$ cat src/rtl/decoder_scan_n_if.sv
// decoder_scan_n_if: control inputs and decoded outputs of decoder_scan_n.
// The master drives the controls; the slave is the decoder.
interface decoder_scan_n_if #(
   parameter int IN_W    = 3,
   parameter int DWELL_W = 8
);
   logic               en;
   logic               mode;
   logic [IN_W-1:0]    sel;
   logic               load;
   logic [DWELL_W-1:0] dwell;
   logic [IN_W-1:0]    last;
   logic [2**IN_W-1:0] out;
   logic [IN_W-1:0]    idx;
   logic               valid;
   logic               wrap;
   modport master (output en, mode, sel, load, dwell, last, input out, idx, valid, wrap);
   modport slave  (input en, mode, sel, load, dwell, last, output out, idx, valid, wrap);
endinterface

$ cat src/rtl/decoder_scan_n.sv
// decoder_scan_n: registered IN_W-to-2**IN_W one-hot decoder with direct and self-timed scan modes.
// Define DECODER_SCAN_BLANK_EN to blank out for the first cycle of each scan step after an advance or load.
module decoder_scan_n #(
   parameter int IN_W    = 3,
   parameter int DWELL_W = 8
) (
   input logic             clk,
   input logic             rst_n,
   decoder_scan_n_if.slave bus
);
   localparam int OUT_W = 2**IN_W;
   localparam logic [OUT_W-1:0] ONE = OUT_W'(1);

   typedef enum logic [1:0] {IDLE, DIRECT, SCAN} state_t;

   state_t             r_state, w_next;
   logic [DWELL_W-1:0] r_cnt, w_cnt;
   logic [IN_W-1:0]    r_idx, w_idx, w_adv;
   logic [OUT_W-1:0]   r_out, w_out;
   logic               r_valid, r_wrap;
   logic               w_scan, w_enter, w_step, w_wrap, w_valid, w_blank;

   always_ff @(posedge clk or negedge rst_n)
      if (!rst_n) r_state <= IDLE;
      else        r_state <= w_next;

   always_comb
      w_next = !bus.en ? IDLE : bus.mode ? SCAN : DIRECT;

   // Entering SCAN shows the current index for a full dwell before the first advance.
   always_comb begin
      w_scan  = w_next == SCAN;
      w_enter = w_scan && r_state != SCAN;
      w_step  = w_scan && !w_enter && !bus.load && r_cnt == bus.dwell;
      w_adv   = (r_idx >= bus.last) ? '0 : r_idx + 1'b1;
      w_idx   = (w_next == IDLE) ? r_idx :
                (!w_scan || bus.load) ? bus.sel :
                w_step ? w_adv : r_idx;
      w_cnt   = (!w_scan || w_enter || bus.load || w_step) ? '0 : r_cnt + 1'b1;
      w_wrap  = w_step && w_adv == '0;
      w_valid = w_next != IDLE;
`ifdef DECODER_SCAN_BLANK_EN
      w_blank = w_scan && (bus.load || w_step);
`else
      w_blank = 1'b0;
`endif
      w_out   = (w_valid && !w_blank) ? ONE << w_idx : '0;
   end

   always_ff @(posedge clk or negedge rst_n)
      if (!rst_n) begin
         r_cnt   <= '0;
         r_idx   <= '0;
         r_out   <= '0;
         r_valid <= 1'b0;
         r_wrap  <= 1'b0;
      end else begin
         r_cnt   <= w_cnt;
         r_idx   <= w_idx;
         r_out   <= w_out;
         r_valid <= w_valid;
         r_wrap  <= w_wrap;
      end

   assign bus.out   = r_out;
   assign bus.idx   = r_idx;
   assign bus.valid = r_valid;
   assign bus.wrap  = r_wrap;
endmodule
$ cat src/flat_wrapper.sv
// flat-port wrapper written by rule: the top's interface ports become plain ports
module decoder_scan_n_flat 
#(
   parameter int IN_W    = 3,
   parameter int DWELL_W = 8
)
  (clk, rst_n, bus_en, bus_mode, bus_sel, bus_load, bus_dwell, bus_last, bus_out, bus_idx, bus_valid, bus_wrap);
  decoder_scan_n_if #(.IN_W(IN_W), .DWELL_W(DWELL_W)) bus_i ();
  input logic clk;
  input logic rst_n;
  input wire logic [$bits(bus_i.en)-1:0] bus_en;
  input wire logic [$bits(bus_i.mode)-1:0] bus_mode;
  input wire logic [$bits(bus_i.sel)-1:0] bus_sel;
  input wire logic [$bits(bus_i.load)-1:0] bus_load;
  input wire logic [$bits(bus_i.dwell)-1:0] bus_dwell;
  input wire logic [$bits(bus_i.last)-1:0] bus_last;
  output wire logic [$bits(bus_i.out)-1:0] bus_out;
  output wire logic [$bits(bus_i.idx)-1:0] bus_idx;
  output wire logic [$bits(bus_i.valid)-1:0] bus_valid;
  output wire logic [$bits(bus_i.wrap)-1:0] bus_wrap;
  assign bus_i.en = bus_en;
  assign bus_i.mode = bus_mode;
  assign bus_i.sel = bus_sel;
  assign bus_i.load = bus_load;
  assign bus_i.dwell = bus_dwell;
  assign bus_i.last = bus_last;
  assign bus_out = bus_i.out;
  assign bus_idx = bus_i.idx;
  assign bus_valid = bus_i.valid;
  assign bus_wrap = bus_i.wrap;
  decoder_scan_n #(.IN_W(IN_W), .DWELL_W(DWELL_W)) u_core (.clk(clk), .rst_n(rst_n), .bus(bus_i));
endmodule
$ cat config.mk
export PLATFORM = sky130hd
export DESIGN_NAME = decoder_scan_n_flat
export DESIGN_NICKNAME = d
export VERILOG_FILES = /design/src/rtl/decoder_scan_n_if.sv /design/src/rtl/decoder_scan_n.sv /design/src/flat_wrapper.sv
export SDC_FILE = /design/constraint.sdc
export NUM_CORES = 1
export LEC_CHECK = 0
export CAP_MARGIN = 5
export CELL_PAD_IN_SITES_DETAIL_PLACEMENT = 1
export CELL_PAD_IN_SITES_GLOBAL_PLACEMENT = 1
export CORE_MARGIN = 2
export CORE_UTILIZATION = 33
export DETAILED_ROUTE_END_ITERATION = 12
export PLACE_DENSITY = 0.74
export SLEW_MARGIN = 20
export SYNTH_ARGS = -nofsm -noshare
export SYNTH_HDL_FRONTEND = slang
export SYNTH_SLANG_ARGS = --single-unit
$ cat constraint.sdc
create_clock -name clk -period 2.1 [get_ports clk]
set_clock_uncertainty 0.2 [all_clocks]
set_input_delay 0.42 -clock clk [delete_from_list [all_inputs] [get_ports clk]]
set_output_delay 0.42 -clock clk [all_outputs]
set_load 0.05 [all_outputs]
### After elaboration in Yosys (flattened, before gate mapping)

Cells that the tools add are included.

| word-level totals | value |
|---|---|
| flip-flop bits (word level) | 23 |
| output and inout port bits | 13 |
| bits of input ports | 19 |

| cells by class | value |
|---|---|
| multiplexer cells | 8 |
| reductions and logical operators | 15 |
| order comparisons | 1 |
| equality and inequality tests | 3 |
| shift-type cells | 1 |
| $add $sub $neg | 2 |

Operators by type and width:

| cell | number |
|---|---|
| $mux 8 | 2 |
| $mux 3 | 4 |
| $add 8x1->8 const B | 1 |
| $eq 8x8->1 | 1 |
| $shl 1x3->8 const A | 1 |
| $logic_and 1x1->1 | 5 |
| $logic_or 1x1->1 | 4 |
| $mux 2 | 2 |
| $add 3x1->3 const B | 1 |
| $ge 3x3->1 | 1 |
| $logic_not 1->1 | 3 |
| $logic_not 3->1 | 1 |
| $eq 2x2->1 const B | 1 |
| $logic_not 2->1 | 1 |
| $ne 2x2->1 const B | 1 |
| $reduce_bool 2->1 | 1 |

### Logic depth before layout (Yosys ltp)

| depth | value |
|---|---|
| word-level depth | 13 |
| depth in mapped cells | 8 |

### Worst setup path before layout

No wires, ideal clock.

| timing path | value |
|---|---|
| kind | register to register |
| start | register u_core.r_idx[0] (netlist: u_core.bus.idx[0]) |
| end | register u_core.r_out[3] (netlist: u_core.bus.out[3]) |
| slack | -424 ps |
| library setup time | 89 ps |
| period minus slack after synthesis | 2,524 ps |
| data arrival time | 2,235 ps |
| cell stages (with the launch flop) | 8 |
| cell sequence | dfrtp_1 inv_1 ha_1 nand2b_1 a31o_2 o2111ai_1 or3b_4 nor3b_1 |

| on the way | value |
|---|---|
| cells in the longest elaborated chain, start to end | 7 |

Ends and longest elaborated chain:

| element | line | text |
|---|---|---|
| start: declaration | decoder_scan_n.sv:18 | `logic [IN_W-1:0] r_idx, w_idx, w_adv;` |
| start signal: assignment | decoder_scan_n.sv:59 | `r_idx <= w_idx;` |
| $add 3x1->3 or $ge 3x3->1 (tied branches) | decoder_scan_n.sv:35 | `w_adv = (r_idx >= bus.last) ? '0 : r_idx + 1'b1;` |
| $mux 3 | decoder_scan_n.sv:35 |  |
| $mux 3 | decoder_scan_n.sv:38 | `w_step ? w_adv : r_idx;` |
| $mux 3 | decoder_scan_n.sv:37 | `(!w_scan \|\| bus.load) ? bus.sel :` |
| $mux 3 (*) | decoder_scan_n.sv:36 | `w_idx = (w_next == IDLE) ? r_idx :` |
| $shl 1x3->8 (*) | decoder_scan_n.sv:47 | `w_out = (w_valid && !w_blank) ? ONE << w_idx : '0;` |
| $mux 8 (*) | decoder_scan_n.sv:47 |  |
| named net u_core.w_out[3] | decoder_scan_n.sv:19 | `logic [OUT_W-1:0] r_out, w_out;` |
| end signal: assignment | decoder_scan_n.sv:60 | `r_out <= w_out;` |
| end: declaration | decoder_scan_n.sv:19 |  |

The timed path passes the listed nets; every way through them passes the cells marked *.

### Worst setup path in the final report

| timing path | value |
|---|---|
| start | input port bus_mode |
| end | register u_core.r_out[5] (netlist: u_core.bus.out[5]) |

| on the way | value |
|---|---|
| cells in the longest elaborated chain, start to end | 13 |

Ends and longest elaborated chain:

| element | line | text |
|---|---|---|
| start: declaration | flat_wrapper.sv:12 | `input wire logic [$bits(bus_i.mode)-1:0] bus_mode;` |
| $mux 2 (*) (2 in series) | decoder_scan_n.sv:28 | `w_next = !bus.en ? IDLE : bus.mode ? SCAN : DIRECT;` |
| $eq 2x2->1 | decoder_scan_n.sv:32 | `w_scan = w_next == SCAN;` |
| $logic_and 1x1->1 | decoder_scan_n.sv:33 | `w_enter = w_scan && r_state != SCAN;` |
| $logic_not 1->1 | decoder_scan_n.sv:34 | `w_step = w_scan && !w_enter && !bus.load && r_cnt == bus.dwell;` |
| $logic_and 1x1->1 (3 in series) | decoder_scan_n.sv:34 |  |
| $mux 3 | decoder_scan_n.sv:38 |  |
| $mux 3 | decoder_scan_n.sv:37 |  |
| $mux 3 | decoder_scan_n.sv:36 |  |
| $shl 1x3->8 | decoder_scan_n.sv:47 |  |
| $mux 8 (*) | decoder_scan_n.sv:47 |  |
| named net u_core.w_out[5] | decoder_scan_n.sv:19 |  |

Marked as above.

==> flow_metrics.py <==
metrics = {
    "outcome": {
        "status": "finished with violations",
        "violations": "negative setup slack",
    },
    "logic_synthesis": {
        "synth_cell_type_count": 36,
        "synth_nets": 135,
        "yosys.area.top_type_share": 0.474,
        "synthArstFlopShare": 1.00,
        "syn_area_per_cell_um2": 10.9,
        "ys_seq_elements": 23,
        "synth-main-ff-cell": "dfrtp_1",
        "yosys.area.top_type": "dfrtp_1",
        "ys_seq_area_frac": 0.474,
        "synth_cells": 111,
        "synth-edff-count": 0,
        "syn-cell-area_mm2": 0.00121,
        "post_synth_main_area_contributors": "dfrtp_1, xor2_1, ha_1, nor4_4, nor2_1",
        "yosysWarnings": 0,
    },
    "finish": {
        "drive_above_1_share": 0.476,
        "antenna_cells": 0,
        "final_cell_mix": "buf_4, dfrtp_1, dlygate4sd2_1",
        "final_common_cell": "buf_4",
        "postLayoutCellArea_mm2": 0.00198,
        "fin_nets": 193,
        "area_growth_pct": 62.6,
        "fin_cells": 216,
        "fillers": 398,
    },
    "power": {
        "internal-power_mw": 0.752,
        "switchingPower_mw": 0.346,
        "p_sw_frac": 0.315,
        "pwr-share-seq": 0.435,
        "peakVddDrop_uv": 297,
        "power_mw": 1.10,
        "p_leak_nw": 0.893,
        "clkPwrFrac": 0.244,
        "p_comb_frac": 0.321,
        "power_density_mw_per_mm2": 556,
    },
    "floorplanning": {
        "ios": 32,
        "dieWidth_um": 64.7,
        "coreArea_mm2": 0.00361,
        "num_rows": 22,
        "die_y_um": 64.7,
        "initial_utilization": 0.337,
        "die_area_mm2": 0.00418,
    },
    "placed_design": {
        "gp_congestion": 0.770,
        "port_buffers": 31,
        "preCtsSetupSlack_ps": -579,
        "dp_hpwl_um": 2210,
        "dp_cells": 205,
        "dpl_cell_area_mm2": 0.00174,
    },
    "setup_path": {
        "critPathMaxStageDelay_ps": 500,
        "path_cells": "clkdlybuf4s50_1 -> nand3b_1 -> buf_4 -> o31ai_2 -> buf_4 -> a211oi_4 -> nor3b_2",
        "critical_path_arrival_ps": 2150,
        "critical_path.top_delay_family": "buffers and inverters",
        "worstSetupPathType": "input pin to register",
        "cp_common_cell": "buf_4",
        "crit_required_ps": 2080,
        "cpMaxStageDelayCell": "clkdlybuf4s50_1",
        "ff2ff_setup_slack_ps": -60,
        "cp-start-kind": "input pin",
        "worst-path-buf-inv": 3,
        "cp-end-kind": "register",
        "crit_fanout": 5,
    },
    "global_route": {
        "antenna_found_initial": 0,
        "use_met3": 0.0226,
        "grt_max_degree": 24,
        "grt_pass1_vias": 1153,
        "grt_pass1_wl_um": 5480,
        "grt.overflow.total": 0,
        "met2_usage": 0.313,
        "use_met1": 0.208,
        "grt_usage": 0.173,
        "top_usage_layer": "met2",
    },
    "route": {
        "viasPerCell": 4.81,
        "ant_nets": 0,
        "wl_um": 3340,
        "drtIter0Drc": 16,
        "vias": 1040,
        "drc": 0,
        "drt-wirelength-per-cell_um": 15.5,
        "dr.pass1.iters": 4,
    },
    "sta": {
        "rsz0062_at_grt": "true",
        "timing.final.crit_share": 1.03,
        "worst_pin_slew_ps": 489,
        "min_period_ps": 2170,
        "slew_headroom": 0.673,
        "layout_setup_ws_ps": -70.1,
        "finalSetupViolCount": 9,
        "fmax_mhz": 461,
        "slew_violations": 0,
        "hold_viol_final": 0,
        "holdWs_ps": 261,
    },
    "clock_network": {
        "clock_latency_ps": 260,
        "h-tree-depth": 1,
        "clock_sinks": 23,
        "ctsRootBufferMaster": "clkbuf_8",
        "tritoncts": "built",
        "cts-buffers-inserted": 3,
        "clk_pin_slew_ps": 80,
        "cts_max_path_buffers": 2,
    },
    "job": {
        "maxCapViolations": 0,
    },
    "hold_path": {
        "hp-class": "input pin to register",
    },
}
==> kinds of logic (layout without fill, tap and decap cells) <==
group | Yosys count | in the layout | synth area share
simple gates | 44 | 44 | 0.234
buf+inv | 8 | 65 | 0.0247
compound gates | 16 | 16 | 0.108
fa+ha+maj | 5 | 5 | 0.0515
flops | 23 | 23 | 0.474
xor+xnor | 15 | 15 | 0.108
==> repair_timing <==
item	in CTS	in global routing
hold buffers	0	0
hold endpoints to repair	0	0
setup endpoints to repair	10	10
gates resized for setup	29	12
gates cloned	0	0
pin swaps	7	6
buffers inserted	3	4
==> routing by layer <==
layer	wire length, um	share of wire
met1	1420	0.42
met3	105	0.031
met4	55	0.016
met2	1760	0.53
met5	0	0
==> flip-flops by register name (all words and copies together) (netlist names) <==
signal / cells
u_core.bus.idx: 3
u_core.r_state: 2
u_core.bus.wrap: 1
u_core.bus.valid: 1
u_core.bus.out: 8
u_core.r_cnt: 8
==> metrics by stage <==
stage,util,TNS (ps)
final,0.548,-378
after global placement,0.482,-5840
after global routing,0.548,-984
after detailed placement,0.482,-6530
after CTS,0.526,-409
after floorplan,-,-919
==> area by class of cell <==
class / count / area, um2 / share of cell area
tap: 48 / 60.1 / 0.0304
multi-input combinational: 80 / 807 / 0.408
inverter: 6 / 27.5 / 0.0139
timing repair buffer: 55 / 454 / 0.230
sequential: 23 / 581 / 0.294
clock buffer: 3 / 41.3 / 0.0209
clock inverter: 1 / 5.00 / 0.00253
==> Yosys cell counts (2+ instances only) <==
library cell,instances
nor3_1,4
nor3b_1,4
nand2_1,4
clkbuf_1,2
o21ai_0,2
dfrtp_1,23
nand3_1,6
nand2b_1,2
nor4_4,2
a21o_1,2
a211oi_1,2
ha_1,5
nor2_1,9
xor2_1,13
and3_1,3
inv_1,5
xnor2_1,2
nor2b_1,2
nand3b_1,2
==> power by group through the flow <==
stage	combinational (mW)	sequential (mW)	clock, mW
floorplan	0.125	0.544	0
global placement	0.303	0.486	0
detailed placement	0.310	0.486	0
CTS	0.329	0.478	0.273
global route	0.378	0.481	0.292
finish	0.353	0.477	0.268
==> final timing paths <==
path | end | cells past startpoint | start
max | u_core.bus.out[5]$_DFF_PN0_ | 7 | bus_mode
min | u_core.bus.valid$_DFF_PN0_ | 2 | bus_en
max reg2reg | u_core.bus.out[5]$_DFF_PN0_ | 8 | u_core.bus.idx[0]$_DFF_PN0_
min reg2reg | u_core.r_cnt[7]$_DFF_PN0_ | 2 | u_core.r_cnt[7]$_DFF_PN0_
max in group asynchronous | u_core.r_cnt[1]$_DFF_PN0_ | 2 | rst_n
min in group asynchronous | u_core.bus.valid$_DFF_PN0_ | 2 | rst_n
Note: power is estimated with default switching activity, not from simulation.
==> patch 1, RTL diff (same settings) <==
Make the reset (`rst_n`) synchronous in 2 clocked blocks.
--- a/src/rtl/decoder_scan_n.sv
+++ b/src/rtl/decoder_scan_n.sv
@@ -22,3 +22,3 @@
 
-   always_ff @(posedge clk or negedge rst_n)
+   always_ff @(posedge clk)
       if (!rst_n) r_state <= IDLE;
@@ -49,3 +49,3 @@
 
-   always_ff @(posedge clk or negedge rst_n)
+   always_ff @(posedge clk)
       if (!rst_n) begin
Function: differs if rst_n is asserted again (counterexample within 4 cycles, from zero or initial values and one cycle with rst_n low); with rst_n held inactive, the same outputs for 10 cycles.
==> patch 1 against the original RTL <==
  * The run still ends with setup timing left
  * Design area increased by 6.5%
  * Sequential cell count did not move
  * Fmax decreased by 1.6%
  * Worst setup slack worse by 0.036 ns
  * Clock power is 17% lower
  * Die area down 5.3%
  * Non-clock buffer count is 10 higher
  * Via count rose by 20%
  * Routed wire length grew 42%
  * Sequential share of layout area shrank 6.9 points
  * Area after synthesis decreased by 5.7%
  * Total power shrank 11%
  * Combinational power is 15% lower
  * Critical path type is now reg -> reg
  * Critical endpoint is now u_core.bus.out[0]
==> patch 1: results (changes against the original RTL) <==
vias in the first global route: 1,385 (+20%)
slowest CP cell: or4_4
DRT met1 WL: 1.66 mm (+17%)
layout cells sized above 1: 0.497 (+0.0212)
critical path type: reg -> reg
setup violators final: 4 (-5)
synth cell count leaders: dfxtp_1, nor2_1, nor3_1
DR WL met3: 142 um (+35%)
largest net degree at the start of global routing: 14 (-42%)
Post-Synth Adder-Cell Area: 0.0546 (+0.00309)
Hold Crit Start: bus_mode
Area contributors post-synth: dfxtp_1, ha_1, xnor2_1, nor2_1, xor2_1
Placed Area: 1690 um2 (-2.6%)
setup TNS: -0.260 ns (+0.118 ns)
Flop+latch power: 0.455 mW (-4.6%)
dpl hpwl: 2.77 mm (+25%)
sequential area share after synthesis: 0.402 (-0.0720)
R2R Path Start: u_core.bus.idx[0]
Worst Setup EP: u_core.bus.out[0]
worst reg2reg path depth: 7 (-1)
final worst slack: -0.106 ns (-0.0355 ns)
fill count: 375 (-5.8%)
Internal: 0.655 mW (-13%)
maximum VDD drop: 0.252 mV (-15%)
ys async rst share: 0 (-1.00)
violated checks: setup timing
# Post-CTS Setup Buffers: 8 (+5)
CP delay by family, top: simple AND/OR/NAND/NOR gates
synth unique cells: 35 (-2.8%)
sw frac: 0.331 (+0.0159)
status: finished with violations
post-synthesis compound-gate area fraction: 0.134 (+0.0261)
first-pass GRT wire length: 6.62 mm (+21%)
starting DRC count in detailed routing: 28 (+12)
hold depth: 3 (+1)
arrival time at the worst endpoint: 2.26 ns (+0.11 ns)
GRT Overall Usage: 0.217 (+0.0434)
clk_lat worst skew: 0.33 ns (+0.07 ns)
Clk pin slew, worst setup/hold paths: 0.14 ns (+0.06 ns)
Nets: 216 (+12%)
[patch 1: cell types whose count changed in the layout (fill, tap and decap cells not counted), moves of 4 or more]
cell	before	now
dfrtp_1	19	0
dfrtp_2	4	0
dfxtp_1	0	19
dlymetal6s2s_1	1	8
nor2_1	8	14
nor3b_2	4	0
xnor2_2	0	5
xor2_2	8	0
[patch 1: kinds of logic after synthesis]
logic type,after synthesis
AOI/OAI and AO/OA,19
xor gates and xnor gates,15
adders and majority gates,5
buffers and inverters,8
DFF,23
and+or+nand+nor,53
[patch 1: layout make-up]
class	instances	area, um2	share of cell area
Timing Repair Buffer	65	569	0.271
Inverter	7	28.8	0.0137
Tap cell	46	57.6	0.0274
Multi-Input combinational cell	92	947	0.450
Clock inverter	1	5.00	0.00238
Sequential cell	23	473	0.225
Clock buffer	3	22.5	0.0107
[patch 1: layer usage]
| layer | track usage | vias up |
|---|---|---|
| li1 | - | 577 |
| met4 | 0.106 | 0 |
| met1 | 0.209 | 612 |
| met2 | 0.432 | 39 |
| met5 | 0 | - |
| met3 | 0.0378 | 21 |
[patch 1: through the flow]
| step | hold WS [ns] | instances | worst slack (ns) | utilization |
|---|---|---|---|---|
| final | 0.190 | 237 | -0.106 | 0.630 |
| after global routing | 0.209 | 237 | -0.158 | 0.630 |
| after CTS | 0.394 | 231 | -0.0121 | 0.568 |
| after detailed placement | 0.360 | 219 | -0.602 | 0.507 |
| after global placement | 0.344 | 219 | -0.504 | 0.507 |
| after floorplan | 0.260 | 123 | 0.00910 | - |
[patch 1: worst register-to-register path: cells and delay by family (launching register included)]
kind | cells | cell delay (ns)
AO/OA/AOI/OAI | 2 | 0.53
adder cells (fa/ha/maj) | 1 | 0.26
buffers and inverters | 1 | 0.04
flip-flops | 1 | 0.40
AND/OR/NAND/NOR | 3 | 0.70
==> patch 2, RTL diff (same flow settings) <==
Without the edit above. `DWELL_W` is set to 8 in 3 places; all go to 6.
--- a/src/rtl/decoder_scan_n_if.sv
+++ b/src/rtl/decoder_scan_n_if.sv
@@ -4,3 +4,3 @@
    parameter int IN_W    = 3,
-   parameter int DWELL_W = 8
+   parameter int DWELL_W = 6
 );
--- a/src/rtl/decoder_scan_n.sv
+++ b/src/rtl/decoder_scan_n.sv
@@ -4,3 +4,3 @@
    parameter int IN_W    = 3,
-   parameter int DWELL_W = 8
+   parameter int DWELL_W = 6
 ) (
--- a/src/flat_wrapper.sv
+++ b/src/flat_wrapper.sv
@@ -4,3 +4,3 @@
    parameter int IN_W    = 3,
-   parameter int DWELL_W = 8
+   parameter int DWELL_W = 6
 )
Interface: changed (resized bus_dwell); port bits go from 32 to 30. No check against the original RTL was run, so the function may have changed too.
==> patch 2 against the original RTL <==
  * The run still ends with setup timing left
  * Worst setup slack got worse by 0.081 ns
  * Area after synthesis shrank 10%
  * Sequential cell count shrank 2
  * Die area down 9.4%
  * First-iteration DRC count is 44% higher
  * Routed wire length decreased by 16%
  * Design area is 16% lower
  * Global-route usage shrank 0.60 points
  * Total power decreased by 13%
  * Critical path type is now reg -> reg
==> patch 2: results (changes against the original RTL) <==
Num CTS Buffers: 3 (unchanged)
vias in the first global route: 996 (-14%)
I/O Buffers: 29 (-6.5%)
clk_lat worst skew: 0.32 ns (+0.06 ns)
status: finished with violations
Nets: 168 (-13%)
Leak Pwr: 0.740 nW (-17%)
Vias/cell: 4.77 (-0.99%)
Largest register FFs: 8
first-pass GRT wire length: 4.49 mm (-18%)
largest net degree at the start of global routing: 22 (-8.3%)
violated checks: setup timing
R2R Path End: u_core.bus.out[7]
First-pass DRT Iterations: 4 (unchanged)
Area contributors post-synth: dfrtp_1, xnor2_1, ha_1, nor2_1, inv_1
Worst Setup SP: u_core.bus.idx[0]
sequential area share after synthesis: 0.481 (+0.00681)
worst reg2reg path depth: 8 (unchanged)
Clk pin slew, worst setup/hold paths: 0.13 ns (+0.05 ns)
layout cells sized above 1: 0.400 (-0.0762)
final worst slack: -0.152 ns (-0.0814 ns)
slowest CP cell: dfrtp_4
Crit. End Element: flip-flop
CP max stage delay: 0.52 ns (+0.02 ns)
maximum VDD drop: 0.240 mV (-19%)
antenna violations before repair: 0 (unchanged)
Hold Crit Class: in -> async
arrival time at the worst endpoint: 2.32 ns (+0.17 ns)
clk buf depth: 2 (unchanged)
Worst slew margin: 0.751 (+0.0780)
CP delay by family, top: compound AO/OA/AOI/OAI gates
synth unique cells: 38 (+5.6%)
setup violators final: 9 (unchanged)
starting DRC count in detailed routing: 23 (+7)
gpl congestion: 0.704 (-8.6%)
clock tree root driver cell: clkbuf_4
Ys Warns: 0 (unchanged)
Post-Route WL: 2.81 mm (-16%)
syn_nets: 121 (-10%)
dpl hpwl: 2.04 mm (-7.6%)
Max FO, Critical Path: 5 (unchanged)
CTS H-Tree Depth: 1 (unchanged)
ys async rst share: 1.00 (unchanged)
synth cell count leaders: dfrtp_1, nor2_1, xnor2_1
GRT Overall Usage: 0.167 (-0.00597)
number of antenna diodes: 0 (unchanged)
==> patch 2: cell types whose count changed in the layout (fill, tap and decap cells not counted), sizes merged, moves of 4 or more <==
| cell | delta |
|---|---|
| buf | -7 |
| clkdlybuf4s50 | +6 |
| dlygate4sd2 | -9 |
| nand3 | -4 |
| xnor2 | +7 |
| xor2 | -11 |
==> patch 2: power by group <==
group / leakage, nW / internal, mW / switching [mW]
Sequential: 0.280 / 0.423 / 0.0113
Combinational: 0.442 / 0.138 / 0.174
Clock: 0.0177 / 0.0713 / 0.138
Total: 0.740 / 0.632 / 0.324
==> patch 2: worst reg2reg max path, delay by kind of cell (launching register included) <==
family	cells	cell delay (ns)
fa+ha+maj	1	0.19
flops	1	0.52
buf+inv	1	0.07
simple gates	2	0.34
compound gates	4	0.88
==> patch 2: area by class of cell <==
cell class / count / area [um2]
inverter: 7 / 28.8
multi-input combinational: 68 / 627
clock buffer: 3 / 22.5
sequential: 21 / 529
fill: 348 / 1450
tap: 44 / 55.1
timing repair buffer: 45 / 383
clock inverter: 1 / 5.00
==> patch 2: cells by family after synthesis <==
| logic type | after synthesis | share of synthesized area |
|---|---|---|
| compound gates | 17 | 0.137 |
| xor+xnor | 11 | 0.0881 |
| fa+ha+maj | 5 | 0.0572 |
| buf+inv | 11 | 0.0423 |
| flops | 21 | 0.481 |
| simple gates | 34 | 0.195 |
==> patch 2: worst min path at each step <==
stage / end / from
2_1_floorplan: u_core.bus.idx[1] / rst_n
3_3_place_gp: u_core.r_cnt[0] / u_core.r_cnt[0]
3_5_place_dp: u_core.r_cnt[0] / u_core.r_cnt[0]
4_1_cts: u_core.r_cnt[0] / rst_n
5_1_grt: u_core.bus.out[1] / rst_n
6_report: u_core.r_cnt[0] / rst_n
==> patch 2: routing by layer <==
metal	global-route usage	wire, um
met4	0.0821	72
met1	0.205	1200
met3	0.0252	100
met2	0.286	1440
met5	0	0
==> patch 2: timing repair <==
item | CTS | global route
resized for setup | 8 | 12
pin swaps | 13 | 8
endpoints found under the setup margin | 9 | 10
gates cloned | 1 | 0
buffers inserted | 1 | 1
==> patch 2: metrics by stage <==
step | hold WS [ns] | std cells | TNS (ns) | area, um2 | setup slack [ns]
finish | 0.229 | 189 | -1.00 | 1650 | -0.152
detailed placement | 0.372 | 182 | -5.12 | 1500 | -0.548
global route | 0.256 | 189 | -1.67 | 1650 | -0.214
CTS | 0.236 | 188 | -1.18 | 1580 | -0.186
global placement | 0.351 | 182 | -4.37 | 1500 | -0.484
floorplan | -0.0756 | 99 | -0.701 | 1100 | -0.119
